$ cat src/rtl/dma_engine_if.sv
// Signal bundle for dma_engine: transfer control, bus arbitration and the two memory ports
// (port 0 = PIM buffer, port 1 = PIM). The engine uses the slave view, its controller the master view.
interface dma_engine_if;
    logic        i_start;
    logic        i_dir;
    logic [31:0] i_buf_base;
    logic [31:0] i_pim_base;
    logic [15:0] i_len;
    logic        o_busy;
    logic        o_done;
    logic        o_err;
    logic        o_req_dma;
    logic        i_gnt_dma;

    logic [31:0] o_dma_addr_0;
    logic        o_dma_write_0;
    logic        o_dma_read_0;
    logic [3:0]  o_dma_size_0;
    logic [31:0] o_dma_din_0;
    logic [31:0] i_dma_dout_0;

    logic [31:0] o_dma_addr_1;
    logic        o_dma_write_1;
    logic        o_dma_read_1;
    logic [3:0]  o_dma_size_1;
    logic [31:0] o_dma_din_1;
    logic [31:0] i_dma_dout_1;

    modport slave (
        input  i_start, i_dir, i_buf_base, i_pim_base, i_len, i_gnt_dma,
        input  i_dma_dout_0, i_dma_dout_1,
        output o_busy, o_done, o_err, o_req_dma,
        output o_dma_addr_0, o_dma_write_0, o_dma_read_0, o_dma_size_0, o_dma_din_0,
        output o_dma_addr_1, o_dma_write_1, o_dma_read_1, o_dma_size_1, o_dma_din_1
    );

    modport master (
        output i_start, i_dir, i_buf_base, i_pim_base, i_len, i_gnt_dma,
        output i_dma_dout_0, i_dma_dout_1,
        input  o_busy, o_done, o_err, o_req_dma,
        input  o_dma_addr_0, o_dma_write_0, o_dma_read_0, o_dma_size_0, o_dma_din_0,
        input  o_dma_addr_1, o_dma_write_1, o_dma_read_1, o_dma_size_1, o_dma_din_1
    );
endinterface

$ cat src/rtl/dma_engine.sv
// Word-granular DMA between the PIM buffer (port 0) and the PIM (port 1), one word in flight or held.
// Define DMA_DIR_EN to honour i_dir; otherwise the direction is fixed buffer->PIM.
module dma_engine (
    input  logic        i_clk,
    input  logic        i_rst_n,
    dma_engine_if.slave bus
);
    typedef enum logic [1:0] {
        IDLE = 2'd0,
        XFER = 2'd1,
        DONE = 2'd2
    } state_e;

    state_e      state_q, state_d;
    logic [31:0] buf_base_q, pim_base_q;
    logic [16:0] len_q, rd_cnt_q, wr_cnt_q;
    logic        infl_q, hold_vld_q;
    logic [31:0] hold_q;

    logic        start_bad, start_ok;
    logic        rd_fire, wr_fire, dir_w;
    logic [31:0] src_dout, wr_data, rd_off, wr_off;

    assign start_bad = (bus.i_buf_base[31:28] != 4'h2) || (bus.i_pim_base[31:28] != 4'h4);
    assign start_ok  = (state_q == IDLE) && bus.i_start && !start_bad;

`ifdef DMA_DIR_EN
    logic dir_q;

    always_ff @(posedge i_clk or negedge i_rst_n) begin
        if (!i_rst_n) begin
            dir_q <= 1'b0;
        end else if (start_ok) begin
            dir_q <= bus.i_dir;
        end
    end

    assign dir_w    = dir_q;
    assign src_dout = dir_q ? bus.i_dma_dout_1 : bus.i_dma_dout_0;
`else
    logic unused_dir;

    assign unused_dir = ^{bus.i_dir, bus.i_dma_dout_1};
    assign dir_w      = 1'b0;
    assign src_dout   = bus.i_dma_dout_0;
`endif

    // Every granted cycle retires the pending word, so a read can always issue alongside it.
    assign rd_fire = (state_q == XFER) && bus.i_gnt_dma && (rd_cnt_q < len_q);
    assign wr_fire = (state_q == XFER) && bus.i_gnt_dma && (infl_q || hold_vld_q);
    assign wr_data = hold_vld_q ? hold_q : src_dout;
    assign rd_off  = {13'd0, rd_cnt_q, 2'b00};
    assign wr_off  = {13'd0, wr_cnt_q, 2'b00};

    always_ff @(posedge i_clk or negedge i_rst_n) begin
        if (!i_rst_n) begin
            state_q <= IDLE;
        end else begin
            state_q <= state_d;
        end
    end

    always_comb begin
        state_d = state_q;
        case (state_q)
            IDLE: begin
                if (start_ok) begin
                    state_d = (bus.i_len == 16'd0) ? DONE : XFER;
                end
            end
            XFER: begin
                if (wr_fire && ((wr_cnt_q + 17'd1) == len_q)) begin
                    state_d = DONE;
                end
            end
            DONE:    state_d = IDLE;
            default: state_d = IDLE;
        endcase
    end

    always_comb begin
        bus.o_busy    = (state_q == XFER);
        bus.o_req_dma = (state_q == XFER);
        bus.o_done    = (state_q == DONE);
        bus.o_err     = (state_q == IDLE) && bus.i_start && start_bad;
    end

    always_ff @(posedge i_clk or negedge i_rst_n) begin
        if (!i_rst_n) begin
            buf_base_q <= 32'd0;
            pim_base_q <= 32'd0;
            len_q      <= 17'd0;
            rd_cnt_q   <= 17'd0;
            wr_cnt_q   <= 17'd0;
            infl_q     <= 1'b0;
            hold_vld_q <= 1'b0;
            hold_q     <= 32'd0;
        end else if (start_ok) begin
            buf_base_q <= bus.i_buf_base;
            pim_base_q <= bus.i_pim_base;
            len_q      <= {1'b0, bus.i_len};
            rd_cnt_q   <= 17'd0;
            wr_cnt_q   <= 17'd0;
            infl_q     <= 1'b0;
            hold_vld_q <= 1'b0;
        end else if (state_q == XFER) begin
            if (rd_fire) begin
                rd_cnt_q <= rd_cnt_q + 17'd1;
            end
            if (wr_fire) begin
                wr_cnt_q <= wr_cnt_q + 17'd1;
            end
            infl_q <= rd_fire;
            // Source data is only valid in the cycle after the read; park it if the bus was taken away.
            if (infl_q && !bus.i_gnt_dma) begin
                hold_q     <= src_dout;
                hold_vld_q <= 1'b1;
            end else if (wr_fire) begin
                hold_vld_q <= 1'b0;
            end
        end
    end

    always_comb begin
        bus.o_dma_addr_0  = 32'd0;
        bus.o_dma_write_0 = 1'b0;
        bus.o_dma_read_0  = 1'b0;
        bus.o_dma_size_0  = 4'h0;
        bus.o_dma_din_0   = 32'd0;
        bus.o_dma_addr_1  = 32'd0;
        bus.o_dma_write_1 = 1'b0;
        bus.o_dma_read_1  = 1'b0;
        bus.o_dma_size_1  = 4'h0;
        bus.o_dma_din_1   = 32'd0;
        if (rd_fire) begin
            if (dir_w) begin
                bus.o_dma_read_1 = 1'b1;
                bus.o_dma_addr_1 = pim_base_q + rd_off;
                bus.o_dma_size_1 = 4'hF;
            end else begin
                bus.o_dma_read_0 = 1'b1;
                bus.o_dma_addr_0 = buf_base_q + rd_off;
                bus.o_dma_size_0 = 4'hF;
            end
        end
        if (wr_fire) begin
            if (dir_w) begin
                bus.o_dma_write_0 = 1'b1;
                bus.o_dma_addr_0  = buf_base_q + wr_off;
                bus.o_dma_size_0  = 4'hF;
                bus.o_dma_din_0   = wr_data;
            end else begin
                bus.o_dma_write_1 = 1'b1;
                bus.o_dma_addr_1  = pim_base_q + wr_off;
                bus.o_dma_size_1  = 4'hF;
                bus.o_dma_din_1   = wr_data;
            end
        end
    end
endmodule

$ cat src/flat_wrapper.sv
// flat-port wrapper written by rule: the top's interface ports become plain ports
module dma_engine_flat 
  (i_clk, i_rst_n, bus_i_start, bus_i_dir, bus_i_buf_base, bus_i_pim_base, bus_i_len, bus_i_gnt_dma, bus_i_dma_dout_0, bus_i_dma_dout_1, bus_o_busy, bus_o_done, bus_o_err, bus_o_req_dma, bus_o_dma_addr_0, bus_o_dma_write_0, bus_o_dma_read_0, bus_o_dma_size_0, bus_o_dma_din_0, bus_o_dma_addr_1, bus_o_dma_write_1, bus_o_dma_read_1, bus_o_dma_size_1, bus_o_dma_din_1);
  dma_engine_if bus_i ();
  input  logic i_clk;
  input  logic i_rst_n;
  input wire logic [$bits(bus_i.i_start)-1:0] bus_i_start;
  input wire logic [$bits(bus_i.i_dir)-1:0] bus_i_dir;
  input wire logic [$bits(bus_i.i_buf_base)-1:0] bus_i_buf_base;
  input wire logic [$bits(bus_i.i_pim_base)-1:0] bus_i_pim_base;
  input wire logic [$bits(bus_i.i_len)-1:0] bus_i_len;
  input wire logic [$bits(bus_i.i_gnt_dma)-1:0] bus_i_gnt_dma;
  input wire logic [$bits(bus_i.i_dma_dout_0)-1:0] bus_i_dma_dout_0;
  input wire logic [$bits(bus_i.i_dma_dout_1)-1:0] bus_i_dma_dout_1;
  output wire logic [$bits(bus_i.o_busy)-1:0] bus_o_busy;
  output wire logic [$bits(bus_i.o_done)-1:0] bus_o_done;
  output wire logic [$bits(bus_i.o_err)-1:0] bus_o_err;
  output wire logic [$bits(bus_i.o_req_dma)-1:0] bus_o_req_dma;
  output wire logic [$bits(bus_i.o_dma_addr_0)-1:0] bus_o_dma_addr_0;
  output wire logic [$bits(bus_i.o_dma_write_0)-1:0] bus_o_dma_write_0;
  output wire logic [$bits(bus_i.o_dma_read_0)-1:0] bus_o_dma_read_0;
  output wire logic [$bits(bus_i.o_dma_size_0)-1:0] bus_o_dma_size_0;
  output wire logic [$bits(bus_i.o_dma_din_0)-1:0] bus_o_dma_din_0;
  output wire logic [$bits(bus_i.o_dma_addr_1)-1:0] bus_o_dma_addr_1;
  output wire logic [$bits(bus_i.o_dma_write_1)-1:0] bus_o_dma_write_1;
  output wire logic [$bits(bus_i.o_dma_read_1)-1:0] bus_o_dma_read_1;
  output wire logic [$bits(bus_i.o_dma_size_1)-1:0] bus_o_dma_size_1;
  output wire logic [$bits(bus_i.o_dma_din_1)-1:0] bus_o_dma_din_1;
  assign bus_i.i_start = bus_i_start;
  assign bus_i.i_dir = bus_i_dir;
  assign bus_i.i_buf_base = bus_i_buf_base;
  assign bus_i.i_pim_base = bus_i_pim_base;
  assign bus_i.i_len = bus_i_len;
  assign bus_i.i_gnt_dma = bus_i_gnt_dma;
  assign bus_i.i_dma_dout_0 = bus_i_dma_dout_0;
  assign bus_i.i_dma_dout_1 = bus_i_dma_dout_1;
  assign bus_o_busy = bus_i.o_busy;
  assign bus_o_done = bus_i.o_done;
  assign bus_o_err = bus_i.o_err;
  assign bus_o_req_dma = bus_i.o_req_dma;
  assign bus_o_dma_addr_0 = bus_i.o_dma_addr_0;
  assign bus_o_dma_write_0 = bus_i.o_dma_write_0;
  assign bus_o_dma_read_0 = bus_i.o_dma_read_0;
  assign bus_o_dma_size_0 = bus_i.o_dma_size_0;
  assign bus_o_dma_din_0 = bus_i.o_dma_din_0;
  assign bus_o_dma_addr_1 = bus_i.o_dma_addr_1;
  assign bus_o_dma_write_1 = bus_i.o_dma_write_1;
  assign bus_o_dma_read_1 = bus_i.o_dma_read_1;
  assign bus_o_dma_size_1 = bus_i.o_dma_size_1;
  assign bus_o_dma_din_1 = bus_i.o_dma_din_1;
  dma_engine u_core (.i_clk(i_clk), .i_rst_n(i_rst_n), .bus(bus_i));
endmodule
$ cat config.mk
export PLATFORM = sky130hd
export DESIGN_NAME = dma_engine_flat
export DESIGN_NICKNAME = d
export VERILOG_FILES = /design/src/rtl/dma_engine_if.sv /design/src/rtl/dma_engine.sv /design/src/flat_wrapper.sv
export SDC_FILE = /design/constraint.sdc
export NUM_CORES = 1
export LEC_CHECK = 0
export ABC_AREA = 0
export BUFFER_PORTS_ARGS = -buffer_cell sky130_fd_sc_hd__buf_2
export CAP_MARGIN = 20
export CORE_MARGIN = 4
export CORE_UTILIZATION = 31
export DETAILED_ROUTE_END_ITERATION = 7
export GPL_ROUTABILITY_DRIVEN = 1
export PLACE_DENSITY = 0.55
export RECOVER_POWER = 50
export SLEW_MARGIN = 30
export SYNTH_ARGS = -nofsm -noshare
export SYNTH_HDL_FRONTEND = slang
export SYNTH_SLANG_ARGS = --single-unit
export TNS_END_PERCENT = 20
$ cat constraint.sdc
create_clock -name i_clk -period 6.6 [get_ports i_clk]
set_clock_uncertainty 0.2 [all_clocks]
set_input_delay 0.33 -clock i_clk [delete_from_list [all_inputs] [get_ports i_clk]]
set_output_delay 0.33 -clock i_clk [all_outputs]
set_load 0.02 [all_outputs]
== Yosys cells after proc, flatten, opt, wreduce, memory -nomap -nowiden ==
Cells that the tools add are included.
Cells by class
  mux-type cells: 24
  reduce and logical (&&, ||, !) cells: 23
  bitwise gates (word level): 1
  equality and inequality tests: 7
  magnitude comparators: 1
  add/sub/neg operators: 4
Operators with widths (number)
  $mux 32: 4
  $mux 17: 6
  $add 32x19->32: 2
  $add 17x1->17 const B: 2
  $eq 17x16->1: 1
  $lt 17x16->1: 1
  $logic_not 16->1: 1
  $logic_and 1x1->1: 8
  $mux 1: 8
  $mux 4: 2
  $reduce_and 2->1: 4
  $mux 2: 3
  $reduce_bool 2->1: 3
  $ne 2x1->1 const B: 2
  $ne 4x2->1 const B: 1
  $ne 4x3->1 const B: 1
  $pmux 2 s2: 1
  $reduce_and 3->1: 1
  $reduce_bool 3->1: 1
  $eq 2x1->1 const B: 1
  $eq 2x2->1 const B: 1
  $logic_not 1->1: 2
  $logic_not 2->1: 1
  $logic_or 1x1->1: 2
  $not 1->1: 1
Storage, ports and cells
  bits in registers: 150
  input port bits: 149
  output and inout bits: 144
  logic and storage cells: 69

== Longest topological paths before layout ==
Gate-level depths: netlist of the first run.
  depth in word-level cells: 7
  depth in mapped cells: 11
  mapped depth without buffers: 10

== Worst setup path before layout of the first run ==
No wires, ideal clock.
  path kind: register to output
  start point: register u_core.rd_cnt_q[12]
  end point: output bus_o_dma_addr_0[19]
  stages on the path, launching flop included: 8
  buffers on the path: 0
  required time: 6.070 ns
  path slack: 3.371 ns
  arrival time: 2.699 ns
  path through: dfrtp_1 > ha_1 > a21o_1 > a21o_1 > a2111oi_2 > nor2_1 > a211o_1 > nor4_1
Between the ends
  word-level cells in the longest chain between the ends: 3
  elaborated cells on any way between the ends: 4
  classes of those cells: 1 x add/sub; 1 x order compare; 1 x mux; 1 x reduce/logical
Ends and longest elaborated chain
  from (decl): line dma_engine.sv:16  | logic [16:0] len_q, rd_cnt_q, wr_cnt_q;
  from (signal assigned): line dma_engine.sv:108  | rd_cnt_q <= rd_cnt_q + 17'd1;
  branches (longest 2 deep; another with $add 32x19->32)
  $mux 32 (*): line dma_engine.sv:135  | if (rd_fire) begin
  to (decl): line flat_wrapper.sv:19  | output wire logic [$bits(bus_i.o_dma_addr_0)-1:0] bus_o_dma_addr_0;
Mark *: on every way between the ends.

== Final worst setup path of the first run ==
  start point: register u_core.wr_cnt_q[0]
  end point: output bus_o_dma_addr_1[16]
Between the ends
  word-level cells in the longest chain between the ends: 2
Ends and longest elaborated chain
  from (decl): line dma_engine.sv:16
  from (signal assigned): line dma_engine.sv:111  | wr_cnt_q <= wr_cnt_q + 17'd1;
  $add 32x19->32: line dma_engine.sv:154  | bus.o_dma_addr_1 = pim_base_q + wr_off;
  $mux 32: line dma_engine.sv:146  | if (wr_fire) begin
  to (decl): line flat_wrapper.sv:24  | output wire logic [$bits(bus_i.o_dma_addr_1)-1:0] bus_o_dma_addr_1;
Every way passes these cells.

==> Flow_metrics.wiki, run 1 <==
{| class="wikitable"
! Metric !! Value
|-
| Total routing usage reported by global routing || 16.9%
|-
| # nets final || 1762
|-
| Setup Crit Path Kind || flip-flop to output port
|-
| Overflow left after global routing || 0
|-
| Status || finished with violations
|-
| Antenna violations before repair || 5
|-
| Crit-path slowest cell || sky130_fd_sc_hd__dfrtp_1
|-
| Core Region || 0.0335 sq mm
|-
| Required @ worst endpoint || 6070 ps
|-
| Critical Path, Cell by Cell || ha_1 > inv_1 > fa_1 > nor2b_1 > o21ai_0 > a21oi_1 > o2111ai_1 > nand3b_1 > a211oi_1 > nor3_1 > buf_2
|-
| Cell family contributing the most delay on the critical path || compound AO/OA/AOI/OAI gates
|-
| RSZ-0062 raised after global routing || no
|-
| PD cells || 194 mW/mm^2
|-
| Setup TNS || 0 ps
|-
| Max clock buf depth || 2
|-
| Count of state elements after synthesis || 150
|-
| Min Tclk post-route || 4090 ps
|-
| Final antenna-violating net count || 0
|-
| Most common cell after layout, fill and taps aside || sky130_fd_sc_hd__nand2_1
|-
| Tightest slew margin relative to the limit || -124%
|-
| Sequential area share after synthesis || 35.6%
|-
| Number of violations of the max-capacitance limit || 3
|-
| Largest family of logic cells by synthesized area || simple AND/OR/NAND/NOR gates
|-
| Clk sinks || 150
|-
| Deepest level of the CTS H-tree || 4
|-
| DRT Wirelength || 31700 microns
|-
| Post-synthesis share of cell area spent on full adders, half adders and majority gates || 6.44%
|-
| Met1 routed wirelength after detailed routing || 14400 microns
|-
| Pin count of the biggest net entering global routing || 101
|-
| Syn Std Cell Area || 0.0105 sq mm
|-
| Maximum ir drop on the vdd rail || 0.185 mV
|-
| Source-to-sink clock delay at the later pin of the worst-skew pair || 440 ps
|-
| Reg clk slew, reported paths || 70 ps
|-
| Maximum fanout encountered on the critical timing path || 13
|-
| Parity-gate share of the synthesized area counting xor and xnor cells || 4.24%
|-
| Area growth from synthesis to final layout || 28.2%
|-
| Failing checks || max-capacitance violations, max-slew violations
|-
| # IOs || 293
|-
| Amount of wire on met3 after detailed routing || 1530 microns
|-
| Setup violators final || 0
|-
| Dominant register cell in the synthesized netlist || sky130_fd_sc_hd__dfrtp_1
|-
| Starting utilization of the core area || 31.4%
|-
| DRC violations left || 0
|-
| Last weighted congestion value of the routability-driven placer || 0.852
|-
| First-pass GRT wire length || 50400 microns
|-
| Slew at the pin closest to its max-slew limit || 3360 ps
|-
| Die area || 0.0370 sq mm
|-
| CTS Root Buffer Type || sky130_fd_sc_hd__clkbuf_16
|-
| Share of synthesized registers carrying an async set or reset || 100%
|-
| Initial DRT Pass Iterations || 5
|-
| Post-synthesis compound-gate area fraction || 14.8%
|-
| CP arrival || 3560 ps
|-
| Category of the worst setup path launch point || flip-flop
|-
| Warning count from the yosys run || 0
|-
| Most frequent cells in the layout || sky130_fd_sc_hd__nand2_1, sky130_fd_sc_hd__buf_2, sky130_fd_sc_hd__dfrtp_1
|-
| Setup repair bufs after CTS || 0
|-
| Buffers & Inverters on Critical Path || 2
|-
| TritonCTS Buffers || 17
|-
| DPL Wire Length || 22100 microns
|-
| Max Used Layer || met5
|-
| Final hold violation count || 0
|-
| Die H || 192 microns
|-
| Count of pins over their slew limit || 147
|-
| Number of rows created at floorplan || 67
|-
| Routed vias/inst || 4.93
|-
| Number of global-route vias before repair || 9702
|-
| Number of enable-type register cells in the synthesized netlist || 0
|-
| Fraction of layout cells with a size suffix above 1 || 19.9%
|-
| IO Port Bufs || 225
|-
| Width of the die || 192 microns
|-
| Distinct cell type count of the synthesized netlist || 68
|-
| Post-Syn Instances || 1275
|-
| DR iter-0 viols || 390
|-
| Mux cell area share after synthesis || 7.25%
|-
| Crit. End Element || output port
|-
| Smallest hold slack || 134 ps
|-
| Timing-limited maximum frequency || 244 MHz
|-
| Area share of and/or/nand/nor cells after synthesis || 24.3%
|-
| Delay contributed by the slowest stage of the critical path || 520 ps
|-
| Total via count in the routed design || 9977
|-
| Total of fill cells in the finished design || 3407
|-
| Worst hold path class || primary input to flip-flop
|-
| Wire length per cell after detailed routing || 15.6 microns
|-
| Routed length on met2 || 15300 microns
|-
| Final worst path period share || 62.0%
|-
| Static Leakage || 0.00667 uW
|-
| TritonCTS clock tree || built
|-
| Mean area per synthesized cell || 8.26 sq um
|}
[metrics by stage]
| step | utilization (%) | instances | power (uW) | cell area [sq um] | setup slack (ps) |
|---|---|---|---|---|---|
| 3_5_place_dp | 35.4 | 1884 | 1580 | 11900 | 2790 |
| 5_1_grt | 40.3 | 2022 | 2770 | 13500 | 1760 |
| 4_1_cts | 40.3 | 2021 | 2660 | 13500 | 2460 |
| 6_report | 40.3 | 2024 | 2620 | 13500 | 2510 |
| 3_3_place_gp | 35.4 | 1884 | 1570 | 11900 | 2670 |
| 2_1_floorplan | - | 1308 | 1410 | 10700 | 3370 |
[per-layer routing]
| metal | vias to the layer above | GRT usage [%] |
|---|---|---|
| met4 | 6 | 4.36 |
| met1 | 4740 | 21.9 |
| met5 | - | 0 |
| met3 | 34 | 3.35 |
| li1 | 4958 | - |
| met2 | 239 | 28.9 |
[flip-flops by register name (all words and copies together) (netlist names)]
name	count
u_core.state_q	2
u_core.hold_vld_q	1
u_core.rd_cnt_q	17
u_core.infl_q	1
u_core.buf_base_q	32
u_core.hold_q	32
u_core.len_q	16
u_core.pim_base_q	32
u_core.wr_cnt_q	17
[logic make-up (layout without fill, tap and decap cells)]
logic type,after synthesis,after routing
xor+xnor,51,51
buf+inv,157,422
other cells,1,37
fa+ha+maj,53,53
flops,150,150
simple gates,548,548
compound gates,243,243
mux,72,72
[tightest hold or removal path, cell delays in order]
cell and delay [ps]:
sky130_fd_sc_hd__buf_2 90, sky130_fd_sc_hd__and2_1 250, sky130_fd_sc_hd__a21oi_1 60
[worst paths after layout]
path	startpoint	endpoint	slack [ps]	depth (start not counted)
min reg2reg	u_core.pim_base_q[1]	u_core.pim_base_q[1]	270	2
max in group asynchronous	i_rst_n	u_core.pim_base_q[16]	2600	3
max	u_core.wr_cnt_q[0]	bus_o_dma_addr_1[16]	2510	11
max reg2reg	u_core.state_q[0]	u_core.wr_cnt_q[12]	2960	5
min	bus_i_gnt_dma	u_core.hold_vld_q	130	3
min in group asynchronous	i_rst_n	u_core.buf_base_q[23]	340	2
[area by class of cell]
type	instances	area [sq um]	share of cell area (%)
tap	448	561	4.15
inverter	50	188	1.39
clock buffer	20	467	3.45
clock inverter	12	125	0.926
sequential	150	3760	27.8
multi-input combinational	1001	6160	45.6
timing repair buffer	340	2250	16.6
antenna	3	7.51	0.0556
[synthesized netlist by cell type, types with 6 or more instances]
cell | number | area [sq um]
sky130_fd_sc_hd__a211oi_1 | 10 | 75.1
sky130_fd_sc_hd__a21o_1 | 18 | 135
sky130_fd_sc_hd__a21oi_1 | 46 | 230
sky130_fd_sc_hd__a31oi_1 | 14 | 87.6
sky130_fd_sc_hd__and2_1 | 13 | 81.3
sky130_fd_sc_hd__and3_1 | 13 | 81.3
sky130_fd_sc_hd__and4_1 | 6 | 52.6
sky130_fd_sc_hd__buf_1 | 7 | 26.3
sky130_fd_sc_hd__buf_2 | 14 | 70.1
sky130_fd_sc_hd__buf_4 | 43 | 323
sky130_fd_sc_hd__clkbuf_1 | 43 | 161
sky130_fd_sc_hd__dfrtp_1 | 150 | 3750
sky130_fd_sc_hd__ha_1 | 51 | 638
sky130_fd_sc_hd__inv_1 | 49 | 184
sky130_fd_sc_hd__mux2_2 | 34 | 383
sky130_fd_sc_hd__mux2i_1 | 37 | 370
sky130_fd_sc_hd__nand2_1 | 242 | 908
sky130_fd_sc_hd__nand2b_1 | 14 | 87.6
sky130_fd_sc_hd__nand3_1 | 40 | 200
sky130_fd_sc_hd__nand4_1 | 24 | 150
sky130_fd_sc_hd__nor2_1 | 115 | 432
sky130_fd_sc_hd__nor2b_1 | 9 | 56.3
sky130_fd_sc_hd__nor3_1 | 17 | 85.1
sky130_fd_sc_hd__nor4_1 | 20 | 125
sky130_fd_sc_hd__o211ai_1 | 13 | 97.6
sky130_fd_sc_hd__o21a_1 | 10 | 75.1
sky130_fd_sc_hd__o21ai_0 | 75 | 375
sky130_fd_sc_hd__o21ai_1 | 6 | 30.0
sky130_fd_sc_hd__o31ai_1 | 7 | 52.6
sky130_fd_sc_hd__o41ai_1 | 8 | 70.1
sky130_fd_sc_hd__or3_1 | 6 | 37.5
sky130_fd_sc_hd__xnor2_1 | 31 | 272
sky130_fd_sc_hd__xor2_1 | 20 | 175
[timing repair]
action	CTS	global route
endpoints found under the hold margin	203	0
gates resized for setup	0	0
hold buffers	105	0
[power breakdown]
group / internal [uW] / leakage (uW) / switching [uW]
combinational: 243 / 0.00454 / 310
sequential: 975 / 0.00184 / 80.8
clock: 586 / 0.000288 / 425
total: 1800 / 0.00667 / 816
Power figures use the tool's default switching activity.
==> inputs of run 2 (changes only) <==
==> constraint.sdc (replaced) <==
create_clock -name i_clk -period 4.04 [get_ports i_clk]
set_clock_uncertainty 0.2 [all_clocks]
set_input_delay 0.202 -clock i_clk [delete_from_list [all_inputs] [get_ports i_clk]]
set_output_delay 0.202 -clock i_clk [all_outputs]
set_load 0.02 [all_outputs]
==> run 2 against run 1 <==
Net effect: the flow still finishes with violations (max-capacitance violations, max-slew violations); via count down 0.32%; final cell count is 0.35% higher; highest routed layer unchanged; largest power group unchanged; sequential power up 61%; count of clock-buffer cells in the layout fell by 2; global-route usage hardly changed; critical path depth decreased by 2; combinational power increased by 65%; worst setup slack worse by 2200 ps; worst hold slack improved by 95 ps.
==> Flow_metrics.wiki, run 2 (synthesized netlist as in run 1, its figures left out) <==
{| class="wikitable"
! Metric !! Value
|-
| Status || finished with violations
|-
| Failing checks || max-capacitance violations, max-slew violations
|-
| Max clock buf depth || 2 (unchanged)
|-
| Crit. End Element || output port
|-
| Setup TNS || 0 ps (unchanged)
|-
| Slew at the pin closest to its max-slew limit || 2570 ps (-784 ps)
|-
| Total routing usage reported by global routing || 16.9% (about the same)
|-
| Reg clk slew, reported paths || 70 ps (about the same)
|-
| Cell area after layout || 0.0136 sq mm (+0.70%)
|-
| Final hold violation count || 0 (unchanged)
|-
| Overflow left after global routing || 0 (unchanged)
|-
| Number of rows created at floorplan || 67 (unchanged)
|-
| Most frequent cells in the layout || sky130_fd_sc_hd__nand2_1, sky130_fd_sc_hd__buf_2, sky130_fd_sc_hd__dfrtp_1
|-
| Worst setup slack before clock tree synthesis || 562 ps (-2220 ps)
|-
| Maximum fanout encountered on the critical timing path || 10 (-3)
|-
| Fraction of layout cells with a size suffix above 1 || 20.3% (+0.38 points)
|-
| Routed vias/inst || 4.90 (-0.66%)
|-
| # IOs || 293 (unchanged)
|-
| RSZ-0062 raised after global routing || no
|-
| Deepest level of the CTS H-tree || 4 (unchanged)
|-
| Critical R2R Launch || u_core.wr_cnt_q[0]
|-
| TritonCTS clock tree || built
|-
| Tightest slew margin relative to the limit || -71.5% (+52 points)
|-
| Worst Setup Slack, final || 311 ps (-2200 ps)
|-
| Setup violators final || 0 (unchanged)
|-
| Antenna violations before repair || 8 (+3)
|-
| Static Leakage || 0.00670 uW (+0.44%)
|-
| Die H || 192 microns (unchanged)
|-
| Final worst path period share || 92.3%
|-
| Most common cell after layout, fill and taps aside || sky130_fd_sc_hd__nand2_1
|-
| DPL Wire Length || 22100 microns (-0.25%)
|-
| Worst hold path class || primary input to flip-flop
|-
| # nets final || 1767 (+0.28%)
|-
| Setup Crit Path Kind || flip-flop to output port
|-
| Area growth from synthesis to final layout || 29.1%
|-
| Count of pins over their slew limit || 192 (+31%)
|-
| Pin count of the biggest net entering global routing || 98 (-3.0%)
|-
| DRT Wirelength || 31600 microns (-0.34%)
|-
| Final antenna-violating net count || 0 (unchanged)
|-
| Maximum ir drop on the vdd rail || 0.300 mV (+62%)
|-
| Required @ worst endpoint || 3640 ps (-2430 ps)
|-
| Core Region || 0.0335 sq mm (unchanged)
|-
| Initial DRT Pass Iterations || 6 (+1)
|-
| Placed standard-cell area || 0.0119 sq mm (+0.35%)
|-
| Die area || 0.0370 sq mm (unchanged)
|-
| First-pass GRT wire length || 50700 microns (+0.60%)
|-
| CP arrival || 3330 ps (-230 ps)
|-
| DRC violations left || 0 (unchanged)
|-
| CTS Root Buffer Type || sky130_fd_sc_hd__clkbuf_16
|-
| Starting utilization of the core area || 31.4% (unchanged)
|-
| DR iter-0 viols || 467 (+20%)
|-
| Width of the die || 192 microns (unchanged)
|-
| Last weighted congestion value of the routability-driven placer || 0.836 (-1.9%)
|-
| Clk sinks || 150 (unchanged)
|-
| Hold path start || bus_i_start
|-
| Cell Count Post-Placement || 1887 (+0.16%)
|-
| Number of global-route vias before repair || 9739 (+0.38%)
|-
| Startpoint of the worst setup timing path || u_core.wr_cnt_q[6]
|-
| Fin cells || 2031 (+0.35%)
|-
| TritonCTS Buffers || 17 (unchanged)
|-
| Number of violations of the max-capacitance limit || 3 (unchanged)
|-
| Wire length per cell after detailed routing || 15.5 microns (-0.68%)
|-
| PD cells || 316 mW/mm^2 (+63%)
|-
| Registers with the highest flip-flop counts || u_core.buf_base_q (32), u_core.hold_q (32), u_core.pim_base_q (32)
|-
| Source-to-sink clock delay at the later pin of the worst-skew pair || 430 ps (about the same)
|-
| IO Port Bufs || 225 (unchanged)
|-
| Total via count in the routed design || 9945 (-0.32%)
|-
| Timing-limited maximum frequency || 268 MHz
|-
| Category of the worst setup path launch point || flip-flop
|-
| Min Tclk post-route || 3730 ps
|}
==> run 2: cell type report <==
type,instances,area (sq um)
diodes,5,12.5
clock buffers,18,429
clock inverters,14,174
fillers,3423,19900
inverters,50,188
multi-input cells,1001,6170
flip-flops and latches,150,3750
well taps,448,561
repair buffers,345,2320
==> run 2: final timing paths <==
path	end	slack (ps)	cells after the start
max	bus_o_dma_addr_1[29]	310	9
min	u_core.buf_base_q[30]	230	3
max reg2reg	u_core.state_q[0]	990	8
min reg2reg	u_core.pim_base_q[0]	270	2
max in group asynchronous	u_core.hold_vld_q	1060	2
min in group asynchronous	u_core.buf_base_q[25]	910	2
==> run 2: report_power, final <==
| part | total (uW) | internal, uW | leakage (uW) | switching (uW) |
|---|---|---|---|---|
| Sequential | 1710 | 1590 | 0.00184 | 115 |
| Clock | 1680 | 977 | 0.000283 | 699 |
| Combinational | 915 | 398 | 0.00458 | 517 |
==> run 2: repair_timing <==
action | CTS | global route
resized for setup | 0 | 1
setup buffers | 0 | 1
endpoints found under the hold margin | 201 | 0
setup endpoints to repair | 0 | 8
hold buffers | 106 | 0
==> run 2: per-layer routing <==
layer | track usage, % | up-vias | routed length, microns
met1 | 21.6 | 4653 | 14000
met5 | 0 | - | 40
met2 | 29.1 | 259 | 15400
li1 | - | 4985 | -
met4 | 4.00 | 8 | 400
met3 | 3.82 | 40 | 1730
==> run 2: metrics by stage <==
step | utilization, % | hold WS, ps | power [uW]
finish | 40.6 | 229 | 4300
global route | 40.6 | 265 | 4560
CTS | 40.5 | 222 | 4380
detailed placement | 35.6 | 195 | 2570
global placement | 35.6 | 191 | 2550
floorplan | - | -294 | 2300
==> run 2: critical path, stage by stage, from the launching register on <==
cell and delay (ps):
sky130_fd_sc_hd__dfrtp_1 540, sky130_fd_sc_hd__ha_1 440, sky130_fd_sc_hd__a21oi_1 190, sky130_fd_sc_hd__o21ai_1 80, sky130_fd_sc_hd__a21o_1 170, sky130_fd_sc_hd__a221o_1 480
sky130_fd_sc_hd__a211oi_4 510, sky130_fd_sc_hd__o21ai_1 110, sky130_fd_sc_hd__a21oi_1 180, sky130_fd_sc_hd__buf_2 200
